$ cat src/rtl/nn_pkg.sv
// Shared types for the network output stages.
package nn_pkg;

  // Argmax collection FSM states.
  typedef enum logic [1:0] {
    StIdle,
    StCollect,
    StEval,
    StDone
  } state_e;

  // Default network value width, shared with the network tops.
  localparam int unsigned NnDw = 8;

  typedef logic signed [NnDw-1:0] nn_value_t;

endpackage

$ cat src/rtl/nn_output_argmax_if.sv
// Serialized network output channel plus result handshake for the argmax stage.
interface nn_output_argmax_if
  import nn_pkg::*;
#(
  parameter int unsigned AW = 1,
  parameter int unsigned DW = NnDw
);
  logic                 start;
  logic                 out_valid;
  logic [AW-1:0]        out_addr;
  logic signed [DW-1:0] out_data;
  logic                 net_ack;
  logic                 res_valid;
  logic [AW-1:0]        res_class;
  logic signed [DW-1:0] res_value;
  logic                 res_err;
  logic                 res_ack;
  logic                 busy;

  // Network/consumer side.
  modport master (
    output start, out_valid, out_addr, out_data, net_ack, res_ack,
    input  res_valid, res_class, res_value, res_err, busy
  );

  // Argmax block side.
  modport slave (
    input  start, out_valid, out_addr, out_data, net_ack, res_ack,
    output res_valid, res_class, res_value, res_err, busy
  );
endinterface

$ cat src/rtl/nn_max_cmp.sv
// Combinational signed compare-select: keeps the running best unless the
// candidate is strictly greater or no best exists yet.
module nn_max_cmp #(
  parameter int unsigned DW = 8,
  parameter int unsigned IW = 1
) (
  input  logic signed [DW-1:0] best_val_i,
  input  logic [IW-1:0]        best_idx_i,
  input  logic                 best_vld_i,
  input  logic signed [DW-1:0] cand_val_i,
  input  logic [IW-1:0]        cand_idx_i,
  output logic signed [DW-1:0] new_val_o,
  output logic [IW-1:0]        new_idx_o,
  output logic                 replace_o
);

  // Ties keep the earlier entry, so only a strict greater-than replaces.
  always_comb begin
    replace_o = !best_vld_i || (cand_val_i > best_val_i);
    new_val_o = replace_o ? cand_val_i : best_val_i;
    new_idx_o = replace_o ? cand_idx_i : best_idx_i;
  end

endmodule

$ cat src/rtl/nn_output_argmax.sv
// Collects one inference's outputs and reports the winning class (argmax),
// or a threshold decision when the network has a single output.
module nn_output_argmax
  import nn_pkg::*;
#(
  parameter int unsigned        N_OUT  = 1,
  parameter int unsigned        DW     = NnDw,
  parameter int unsigned        AW     = 1,
  parameter logic signed [DW-1:0] THRESH = '0
) (
  input logic              clk_i,
  input logic              rst_ni,
  nn_output_argmax_if.slave bus
);

  localparam int unsigned CW = $clog2(N_OUT + 1);

  state_e               state_q, state_d;
  logic [N_OUT-1:0]     mask_q, mask_d;
  logic [CW-1:0]        count_q, count_d;
  logic signed [DW-1:0] best_val_q, best_val_d;
  logic [AW-1:0]        best_idx_q, best_idx_d;
  logic                 best_vld_q, best_vld_d;
  logic                 err_q, err_d;
  logic [AW-1:0]        res_class_q, res_class_d;
  logic signed [DW-1:0] res_value_q, res_value_d;
  logic                 res_err_q, res_err_d;

  logic [N_OUT-1:0]     hit;
  logic                 addr_ok, dup, clear;
  logic signed [DW-1:0] cmp_val;
  logic [AW-1:0]        cmp_idx;
  logic                 cmp_replace;

  // One-hot decode of the address; an all-zero result means out of range.
  always_comb begin
    hit = '0;
    for (int unsigned i = 0; i < N_OUT; i++) begin
      hit[i] = (bus.out_addr == AW'(i));
    end
    addr_ok = |hit;
    dup     = |(hit & mask_q);
    clear   = bus.start && ((state_q == StIdle) || (state_q == StDone));
  end

  nn_max_cmp #(
    .DW(DW),
    .IW(AW)
  ) u_max_cmp (
    .best_val_i(best_val_q),
    .best_idx_i(best_idx_q),
    .best_vld_i(best_vld_q),
    .cand_val_i(bus.out_data),
    .cand_idx_i(bus.out_addr),
    .new_val_o (cmp_val),
    .new_idx_o (cmp_idx),
    .replace_o (cmp_replace)
  );

  // State register.
  always_ff @(posedge clk_i or negedge rst_ni) begin
    if (!rst_ni) state_q <= StIdle;
    else         state_q <= state_d;
  end

  // Next-state logic; a start in DONE abandons the held result.
  always_comb begin
    state_d = state_q;
    unique case (state_q)
      StIdle:    if (bus.start) state_d = StCollect;
      StCollect: if (bus.net_ack) state_d = StEval;
      StEval:    state_d = StDone;
      StDone: begin
        if (bus.start)        state_d = StCollect;
        else if (bus.res_ack) state_d = StIdle;
      end
      default:   state_d = StIdle;
    endcase
  end

  // Output decode.
  always_comb begin
    bus.busy      = (state_q == StCollect);
    bus.res_valid = (state_q == StDone);
    bus.res_class = res_class_q;
    bus.res_value = res_value_q;
    bus.res_err   = res_err_q;
  end

  // Datapath next-state: collection bookkeeping and result latch in EVAL.
  always_comb begin
    mask_d      = mask_q;
    count_d     = count_q;
    best_val_d  = best_val_q;
    best_idx_d  = best_idx_q;
    best_vld_d  = best_vld_q;
    err_d       = err_q;
    res_class_d = res_class_q;
    res_value_d = res_value_q;
    res_err_d   = res_err_q;
    if (clear) begin
      mask_d     = '0;
      count_d    = '0;
      best_val_d = '0;
      best_idx_d = '0;
      best_vld_d = 1'b0;
      err_d      = 1'b0;
    end else if ((state_q == StCollect) && bus.out_valid) begin
      if (!addr_ok || dup) begin
        err_d = 1'b1;
      end else begin
        mask_d     = mask_q | hit;
        count_d    = count_q + CW'(1);
        best_val_d = cmp_val;
        best_idx_d = cmp_idx;
        best_vld_d = best_vld_q | cmp_replace;
      end
    end else if (state_q == StEval) begin
      res_value_d = best_val_q;
      res_err_d   = err_q | (count_q != CW'(N_OUT));
      if (N_OUT == 1) res_class_d = AW'(best_val_q >= THRESH);
      else            res_class_d = best_idx_q;
    end
  end

  // Datapath registers.
  always_ff @(posedge clk_i or negedge rst_ni) begin
    if (!rst_ni) begin
      mask_q      <= '0;
      count_q     <= '0;
      best_val_q  <= '0;
      best_idx_q  <= '0;
      best_vld_q  <= 1'b0;
      err_q       <= 1'b0;
      res_class_q <= '0;
      res_value_q <= '0;
      res_err_q   <= 1'b0;
    end else begin
      mask_q      <= mask_d;
      count_q     <= count_d;
      best_val_q  <= best_val_d;
      best_idx_q  <= best_idx_d;
      best_vld_q  <= best_vld_d;
      err_q       <= err_d;
      res_class_q <= res_class_d;
      res_value_q <= res_value_d;
      res_err_q   <= res_err_d;
    end
  end

endmodule

$ cat src/flat_wrapper.sv
// flat-port wrapper written by rule: the top's interface ports become plain ports
module nn_output_argmax_flat import nn_pkg::*;
#(
  parameter int unsigned        N_OUT  = 1,
  parameter int unsigned        DW     = NnDw,
  parameter int unsigned        AW     = 1,
  parameter logic signed [DW-1:0] THRESH = '0
)
  (clk_i, rst_ni, bus_start, bus_out_valid, bus_out_addr, bus_out_data, bus_net_ack, bus_res_ack, bus_res_valid, bus_res_class, bus_res_value, bus_res_err, bus_busy);
  nn_output_argmax_if #(.AW(AW), .DW(DW)) bus_i ();
  input logic clk_i;
  input logic rst_ni;
  input wire logic [$bits(bus_i.start)-1:0] bus_start;
  input wire logic [$bits(bus_i.out_valid)-1:0] bus_out_valid;
  input wire logic [$bits(bus_i.out_addr)-1:0] bus_out_addr;
  input wire logic [$bits(bus_i.out_data)-1:0] bus_out_data;
  input wire logic [$bits(bus_i.net_ack)-1:0] bus_net_ack;
  input wire logic [$bits(bus_i.res_ack)-1:0] bus_res_ack;
  output wire logic [$bits(bus_i.res_valid)-1:0] bus_res_valid;
  output wire logic [$bits(bus_i.res_class)-1:0] bus_res_class;
  output wire logic [$bits(bus_i.res_value)-1:0] bus_res_value;
  output wire logic [$bits(bus_i.res_err)-1:0] bus_res_err;
  output wire logic [$bits(bus_i.busy)-1:0] bus_busy;
  assign bus_i.start = bus_start;
  assign bus_i.out_valid = bus_out_valid;
  assign bus_i.out_addr = bus_out_addr;
  assign bus_i.out_data = bus_out_data;
  assign bus_i.net_ack = bus_net_ack;
  assign bus_i.res_ack = bus_res_ack;
  assign bus_res_valid = bus_i.res_valid;
  assign bus_res_class = bus_i.res_class;
  assign bus_res_value = bus_i.res_value;
  assign bus_res_err = bus_i.res_err;
  assign bus_busy = bus_i.busy;
  nn_output_argmax #(.N_OUT(N_OUT), .DW(DW), .AW(AW), .THRESH(THRESH)) u_core (.clk_i(clk_i), .rst_ni(rst_ni), .bus(bus_i));
endmodule
$ cat config.mk
export PLATFORM = sky130hd
export DESIGN_NAME = nn_output_argmax_flat
export DESIGN_NICKNAME = d
export VERILOG_FILES = /design/src/rtl/nn_pkg.sv /design/src/rtl/nn_output_argmax_if.sv /design/src/rtl/nn_max_cmp.sv /design/src/rtl/nn_output_argmax.sv /design/src/flat_wrapper.sv
export SDC_FILE = /design/constraint.sdc
export NUM_CORES = 1
export LEC_CHECK = 0
export CAP_MARGIN = 0
export CORE_MARGIN = 2
export CORE_UTILIZATION = 45
export CTS_BUF_LIST = sky130_fd_sc_hd__clkbuf_8
export DETAILED_ROUTE_END_ITERATION = 6
export HOLD_SLACK_MARGIN = 0.1
export PLACE_DENSITY_LB_ADDON = 0.05
export SYNTH_ARGS = -nofsm -noshare
export SYNTH_HDL_FRONTEND = slang
export SYNTH_SLANG_ARGS = --single-unit
$ cat constraint.sdc
create_clock -name clk_i -period 4.8 [get_ports clk_i]
set_input_delay 0.48 -clock clk_i [delete_from_list [all_inputs] [get_ports clk_i]]
set_output_delay 0.48 -clock clk_i [all_outputs]
set_load 0.005 [all_outputs]
==> qor.csv <==
metric;value;unit
outcome;finished clean;
drcViolationCount;0;
synth.cell_area;1310;um2
final-max-slew-violation-count;0;
timing.final.crit_share;48.4;%
cts_hold_repair.buffers;0;
reg_power_share;38.2;%
floorplan.die.height;57.9;um
clk_path_buf_depth;2;
combinationalPowerShare;46.3;%
crit_family;simple AND/OR/NAND/NOR gates;
p_sw_share;36.6;%
worst_setup_hold_path_clk_slew;90;ps
synth_fa_ha_area_share;12.5;%
setup_tns;0;ps
root_buffer;clkbuf_8;
core_area;2760;um2
timing.critical_path.from_type;flop;
netlist-cell-type-count;26;
fin_ws;2480;ps
min_period;2320;ps
largest_net_degree_at_the_start_of_global_routing;25;
whs;482;ps
synth-warning-count;0;
rr_startpoint;u_core.state_q[1]$_DFFE_PN0P_;
diodes_inserted;0;
antenna_found_initial;0;
ios;27;
cts_sinks;24;
power_frac_clock;15.5;%
port_buffers;26;
max_freq;431;MHz
post_synth_and_or_nand_nor_area_fraction;14.2;%
gp_routability_congestion;0.821;
synth_top_cells_by_count;nand2_1, dfrtp_1, inv_1, ha_1, o21ai_0;
leftover_overflow_at_the_end_of_global_routing;0;
synthXorXnorAreaFrac;0.671;%
die_area;3350;um2
compound_cell_area_share_of_the_yosys_netlist;14.8;%
cts_repair_resize_count;0;
netlist_top_cells_area;dfrtp_1, ha_1, nand2_1;
synth.area.mux_share;7.00;%
worstSkewPairLatency;260;ps
via_count_of_the_routed_design;936;
netlist.area_leader.share;46.0;%
drtPass1Iterations;4;
first_global_vias;921;
place_hpwl;1770;um
worstPathCellList;inv_1 -> ha_1 -> inv_1 -> nand2_1 -> nand2_1 -> mux2_2;
floorplan.initialDensity;47.3;%
combinational_family_with_the_most_area_after_synthesis;compound AO/OA/AOI/OAI gates;
syn_to_final_growth;26.3;%
first_pass_grt_wire_length;4050;um
setup.worst_path.start;u_core.state_q[1]$_DFFE_PN0P_;
post-synth-top-area-cell;dfrtp_1;
worst_hold_path_type;reg -> reg;
postSynthRegisterBits;24;
grt_use_total;15.7;%
required_time_of_the_worst_setup_path;4950;ps
vdd_drop_max;0.444;mV
cellLeakagePower;0.733;nW
postCtsSetupRepairBufs;0;
ys.flop_type;dfrtp_1;
hp-start;u_core.bus.res_class$_DFFE_PN0P_;
post-place-ws;2300;ps
critPathArrivalTime;2470;ps
finalClockSkew;6.27;ps
yosys.cell_count.top_type;nand2_1;
per_cell_via_count_in_the_routed_design;4.98;
chipWidth;57.9;um
postSynthCellCount;130;
tritoncts;done;
worst_slew_margin_rel;26.6;%
drive_gt1_share;7.01;%
critical_path.n_buffers_inverters;2;
totalWireLength;2300;um
ys_seq_area_share;46.0;%
nets;186;
worst_setup_end_kind;flop;
synth_edf_count;0;
max-cap-violations;0;
power.net_switching;324;uW
criticalPathCategory;reg -> reg;
totalPowerFinal;884;uW
slowest_delay;560;ps
placement_rows;19;
power_report.internal_total;560;uW
critical_path.slowest_cell;nand2_1;
powerDensity;536;nW/um2
route.antenna.remaining_nets;0;
avgRoutedWirePerCell;12.2;um
asyncSetResetFlopFracSynth;100;%
rsz0062_at_grt;no;
htree_num_levels;1;
syn-num-nets;158;
hold_viol_final;0;
worstPathMaxFanout;20;
detailedRoute.firstIterationViolations;10;
timing_worst_slew_pin_value;1100;ps
timing.final.setup_violations;0;
cts_made_buffers;3;
avgSynthCellArea;10.0;um2
==> routing by layer <==
metal	share of wire (%)	GRT usage [%]	vias to the layer above
met1	48	21.0	430
met3	4.3	2.23	2
met4	0.35	5.98	0
met5	0	0	-
met2	47	25.8	16
li1	-	-	488
==> cells in the final DEF, fill, tap and decap left out <==
cell and n:
nor2_1 3, nand3b_1 1, a2111oi_0 1, clkbuf_8 4
nand2_1 31, o21bai_1 1, clkdlybuf4s50_1 26, inv_1 14
nand4_1 1, mux2_2 1, xnor2_1 1, o21ai_0 10
nor3_4 1, dfrtp_1 24, ha_1 13, a31oi_4 1
nand2_2 1, a21oi_1 3, a221oi_2 1, nor2b_1 2
o21a_1 4, o22ai_1 1, mux2i_1 8, a21o_1 1
o211ai_2 1, o21bai_4 1, and4_1 1
==> worst register-to-register path, cell delays in order (launching register included) <==
cell,delay (ps)
dfrtp_1,420
inv_1,100
ha_1,280
inv_1,90
nand2_1,360
nand2_1,560
mux2_2,390
==> final cells by class <==
| type | count | area, um2 |
|---|---|---|
| multi-input cells | 89 | 641 |
| well taps | 31 | 38.8 |
| flip-flops and latches | 24 | 601 |
| repair buffers | 26 | 260 |
| inverters | 14 | 52.6 |
| clock buffers | 4 | 55.1 |
| fillers | 247 | 1110 |
==> state kept, by name, summed over array words and instances, names as in the netlist <==
signal	flops
u_core.bus.res_class	1
u_core.best_val_q	8
u_core.count_q	1
u_core.best_vld_q	1
u_core.mask_q	1
u_core.err_q	1
u_core.bus.res_value	8
u_core.bus.res_err	1
u_core.state_q	2
==> power groups by stage <==
stage	Combinational, mW	Sequential, mW	Clock, mW
3_5_place_dp	0.415	0.344	0
5_1_grt	0.463	0.351	0.154
3_3_place_gp	0.407	0.340	0
2_1_floorplan	0.258	0.337	0
4_1_cts	0.416	0.339	0.145
6_report	0.409	0.337	0.137
==> path summary, 6_finish.rpt <==
path	slack, ps	cells past startpoint	to
worst max-delay path	2480	6	u_core.bus.res_value[0]$_DFFE_PN0P_
worst min-delay path	480	2	u_core.bus.res_class$_DFFE_PN0P_
worst max register to register	2480	6	u_core.bus.res_value[0]$_DFFE_PN0P_
worst min register to register	480	2	u_core.bus.res_class$_DFFE_PN0P_
max in group asynchronous	3340	1	u_core.state_q[0]$_DFFE_PN0P_
min in group asynchronous	800	1	u_core.bus.res_value[2]$_DFFE_PN0P_
==> through the flow <==
step,utilization (%),std cells,instance area [um2]
floorplan,-,130,1310
global placement,57.8,184,1590
detailed placement,57.8,184,1590
CTS,59.8,188,1650
global route,59.8,188,1650
finish,59.8,188,1650
==> cells by family (layout without fill, tap and decap cells) <==
group                    count (synthesis)  after routing
buffers and inverters                   17             44
multiplexers                             9              9
adder cells (fa/ha/maj)                 13             13
XOR/XNOR                                 1              1
flip-flops                              24             24
AND/OR/NAND/NOR                         41             41
AO/OA/AOI/OAI                           25             25
No activity file was read; power rests on OpenSTA's default activity.
==> patch 1, RTL diff (same flow settings) <==
Set the package constant `NnDw` to 4 (it was 8).
--- a/src/rtl/nn_pkg.sv
+++ b/src/rtl/nn_pkg.sv
@@ -10,7 +10,7 @@
   } state_e;
 
   // Default network value width, shared with the network tops.
-  localparam int unsigned NnDw = 8;
+  localparam int unsigned NnDw = 4;
 
   typedef logic signed [NnDw-1:0] nn_value_t;
 
Interface: changed (resized bus_out_data and bus_res_value); port bits go from 27 to 19. The function was not compared with the original's and may differ.
==> patch 1 against the unedited design <==
- power fell by 16%
- highest routed layer unchanged
- routed wire length fell by 14%
- sequential share of layout area fell by 4.1 points
- setup slack improved by 0.19 ns
- sequential cell count fell by 8
- synthesized area fell by 24%
- final area fell by 25%
==> patch 1: results <==
[routing]
wl_met2_microns = 892
drt-met1-wl_microns = 945
wl_met3_microns = 106
detail_route.wl_per_cell_microns = 14.4
vias = 783

[global_routing]
grt_pass1_wl_mm = 3.24
grt_pass1_vias = 703
grtUsageTotal_pct = 16.9
grt_max_degree = 17

[timing]
relSlewSlack_pct = 52.6
fin_skew_ns = 0.00621

[worst_setup_path]
slowest_stage = clkdlybuf4s50_1
reg2reg_depth = 5
r2r_slack_ns = 2.85
r2r_end = u_core.best_val_q[1]
critical_path.max_fanout = 5
arrival_ns = 2.27
crit_start = bus_out_data[1]
crit_family = compound AO/OA/AOI/OAI gates
critPathMaxStageDelay_ns = 0.45

[synthesis]
netlist_top_cells_count = dfrtp_1 (16), inv_1 (11), ha_1 (9)
synthAdderAreaFrac_pct = 11.4
synth_xor_area_share_pct = 0.888
synth_compound_area_share_pct = 20.1

[worst_hold_path]
holdPathEnd = u_core.bus.res_err
min_path_cells = 1
hp-start = u_core.count_q

[place]
dpl.hpwl_mm = 1.49
placed_area_sq_um = 1180
gp_congestion = 0.862
portBuffers = 18

[pwr]
p_comb_mw = 0.376
power_frac_clock_pct = 16.1

[outcome]
status = finished, final reports clean

[layout]
final_nets = 131
fillers = 171
drive_gt1_share_pct = 12.7
patch 1: worst max path at each step:
stage / endpoint / slack [ns] / cells past startpoint
3_3_place_gp: u_core.best_val_q[2] / 2.44 / 6
4_1_cts: u_core.best_val_q[3] / 2.68 / 6
3_5_place_dp: u_core.best_val_q[2] / 2.41 / 6
2_1_floorplan: u_core.best_val_q[0] / 2.96 / 5
5_1_grt: u_core.best_val_q[3] / 2.64 / 6
6_report: u_core.best_val_q[3] / 2.67 / 6
patch 1: per-layer routing:
layer | GRT usage [%] | vias to the layer above
li1 | - | 373
met1 | 22.9 | 384
met2 | 26.3 | 22
met3 | 4.39 | 4
met4 | 5.41 | 0
met5 | 0 | -
patch 1: area by class of cell:
cell class | count | area [sq um] | share of cell area (%)
clock buffers | 4 | 55.1 | 4.45
flip-flops and latches | 16 | 400 | 32.4
inverters | 11 | 41.3 | 3.34
multi-input cells | 61 | 526 | 42.5
repair buffers | 18 | 180 | 14.6
well taps | 27 | 33.8 | 2.73
patch 1: through the flow:
stage | cells | hold slack, ns | worst slack (ns) | power, mW | utilization (%)
5_1_grt | 137 | 0.520 | 2.64 | 0.798 | 61.1
3_5_place_dp | 133 | 0.494 | 2.41 | 0.624 | 58.4
4_1_cts | 137 | 0.501 | 2.68 | 0.749 | 61.1
3_3_place_gp | 133 | 0.477 | 2.44 | 0.612 | 58.4
2_1_floorplan | 92 | 0.184 | 2.96 | 0.499 | -
6_report | 137 | 0.500 | 2.67 | 0.742 | 61.1
patch 1: worst reg2reg max path, cell delays in order, from the launching register on:
cell	delay, ns
dfrtp_1	0.41
inv_1	0.12
ha_1	0.23
and4bb_1	0.49
o221ai_1	0.20
a221o_1	0.38
==> patch 2, RTL diff (same flow settings) <==
Without the edit above. Take the reset off `best_val_q` and load it in a clocked block of its own.
--- a/src/rtl/nn_output_argmax.sv
+++ b/src/rtl/nn_output_argmax.sv
@@ -128,7 +128,6 @@
     if (!rst_ni) begin
       mask_q      <= '0;
       count_q     <= '0;
-      best_val_q  <= '0;
       best_idx_q  <= '0;
       best_vld_q  <= 1'b0;
       err_q       <= 1'b0;
@@ -138,7 +137,6 @@
     end else begin
       mask_q      <= mask_d;
       count_q     <= count_d;
-      best_val_q  <= best_val_d;
       best_idx_q  <= best_idx_d;
       best_vld_q  <= best_vld_d;
       err_q       <= err_d;
@@ -148,5 +146,9 @@
     end
   end
 
+  always_ff @(posedge clk_i) begin
+    best_val_q <= best_val_d;
+  end
+
 endmodule
 
Behaviour: same outputs for any inputs over 10 cycles, from zero or initial values and one cycle with rst_ni low; that may be too few to reach the edited logic, so the function may still have changed.
==> patch 2 against the unedited design <==
- power rose by 9.4%
- routed wire length fell by 0.91%
- setup slack got worse by 0.019 ns
- core utilization rose by 0.22 points
- clock power rose by 28%
- final area fell by 1.4%
- largest cell class unchanged
- global-route usage fell by 0.33 points
- sequential share of layout area fell by 2.0 points
- synthesized area fell by 3.0%
- critical path depth did not move
- sequential cell count did not move
- synthesized cell count rose by 0.77%
==> patch 2: results <==
[outcome]
status = finished, final reports clean

[synthesis]
synth_most_common_cell = nand2_1
synth_flop_cell = dfrtp_1
synthCells = 131
synth_cell_types = 27
synth_fp_nets = 159
synth_area_leaders = dfrtp_1 (32%), ha_1 (13%), dfxtp_1 (13%)
async_reset_ff_share_pct = 66.7
netlist_top_cells_count = nand2_1 (30), dfrtp_1 (16), inv_1 (15)
yosysSeqAreaShare_pct = 44.3

[pwr]
ir_worst_vdd_mv = 0.310
p_sw_share_pct = 35.8
power_density_nw_per_um2 = 595
power_frac_clock_pct = 18.2
p_leak_nw = 0.771

[place]
pre_cts_slack_ns = 2.21
gp_congestion = 0.809
dpl.hpwl_mm = 1.75

[layout]
fillers = 249
final_nets = 187
design.seq.count = 24
buf_share_pct = 16.0
multi_input_area_sq_um = 638
drive_gt1_share_pct = 6.96
clkCellAreaFrac_pct = 4.39
seq_area_sq_um = 561
nNonClkInverters = 15

[global_routing]
grt_max_degree = 21
grt_pass1_wl_mm = 3.98

[clock_tree]
clk_pin_slew_ns = 0.09

[worst_setup_path]
arrival_ns = 2.50
critPathMaxStageDelay_ns = 0.58

[timing]
worstMarginPinSlew_ns = 0.760

[routing]
drt-total-wl_mm = 2.28
vias = 958
detail_route.wl_per_cell_microns = 12.1
## patch 2: final timing paths
kind                                      start                       to  slack [ns]  cells after the start
setup / recovery              u_core.state_q[0]  u_core.bus.res_value[0]        2.46                      6
hold / removal             u_core.best_val_q[2]     u_core.best_val_q[2]        0.47                      2
setup reg to reg              u_core.state_q[0]  u_core.bus.res_value[0]        2.46                      6
hold reg to reg            u_core.best_val_q[2]     u_core.best_val_q[2]        0.47                      2
max in group asynchronous                rst_ni            u_core.mask_q        3.66                      1
min in group asynchronous                rst_ni  u_core.bus.res_value[3]        0.65                      1
## patch 2: cell families (layout without fill, tap and decap cells)
logic type	count (synthesis)	after routing	share of synthesized area [%]
buffers and inverters	18	45	5.34
multiplexers	10	10	8.99
AND/OR/NAND/NOR	36	36	12.6
flip-flops	24	24	44.3
XOR/XNOR	1	1	0.692
AO/OA/AOI/OAI	29	29	15.2
adder cells (fa/ha/maj)	13	13	12.8
## patch 2: routing by layer
| layer | global-route usage, % | vias to the layer above | share of wire [%] |
|---|---|---|---|
| met5 | 0 | - | 0 |
| met1 | 19.2 | 436 | 48 |
| li1 | - | 493 | - |
| met3 | 3.63 | 4 | 4.8 |
| met2 | 26.1 | 25 | 46 |
| met4 | 4.98 | 0 | 0.96 |
## patch 2: per-stage QoR
step | hold WS, ns | util [%] | power [mW]
global placement | 0.444 | 57.3 | 0.789
finish | 0.465 | 60.0 | 0.967
global route | 0.500 | 60.0 | 1.05
CTS | 0.469 | 60.0 | 0.982
floorplan | 0.184 | - | 0.640
detailed placement | 0.455 | 57.3 | 0.803
## patch 2: worst min-delay path, stage by stage (launching register included)
cell,delay (ns)
dfxtp_1,0.32
nand2_1,0.05
mux2i_1,0.05
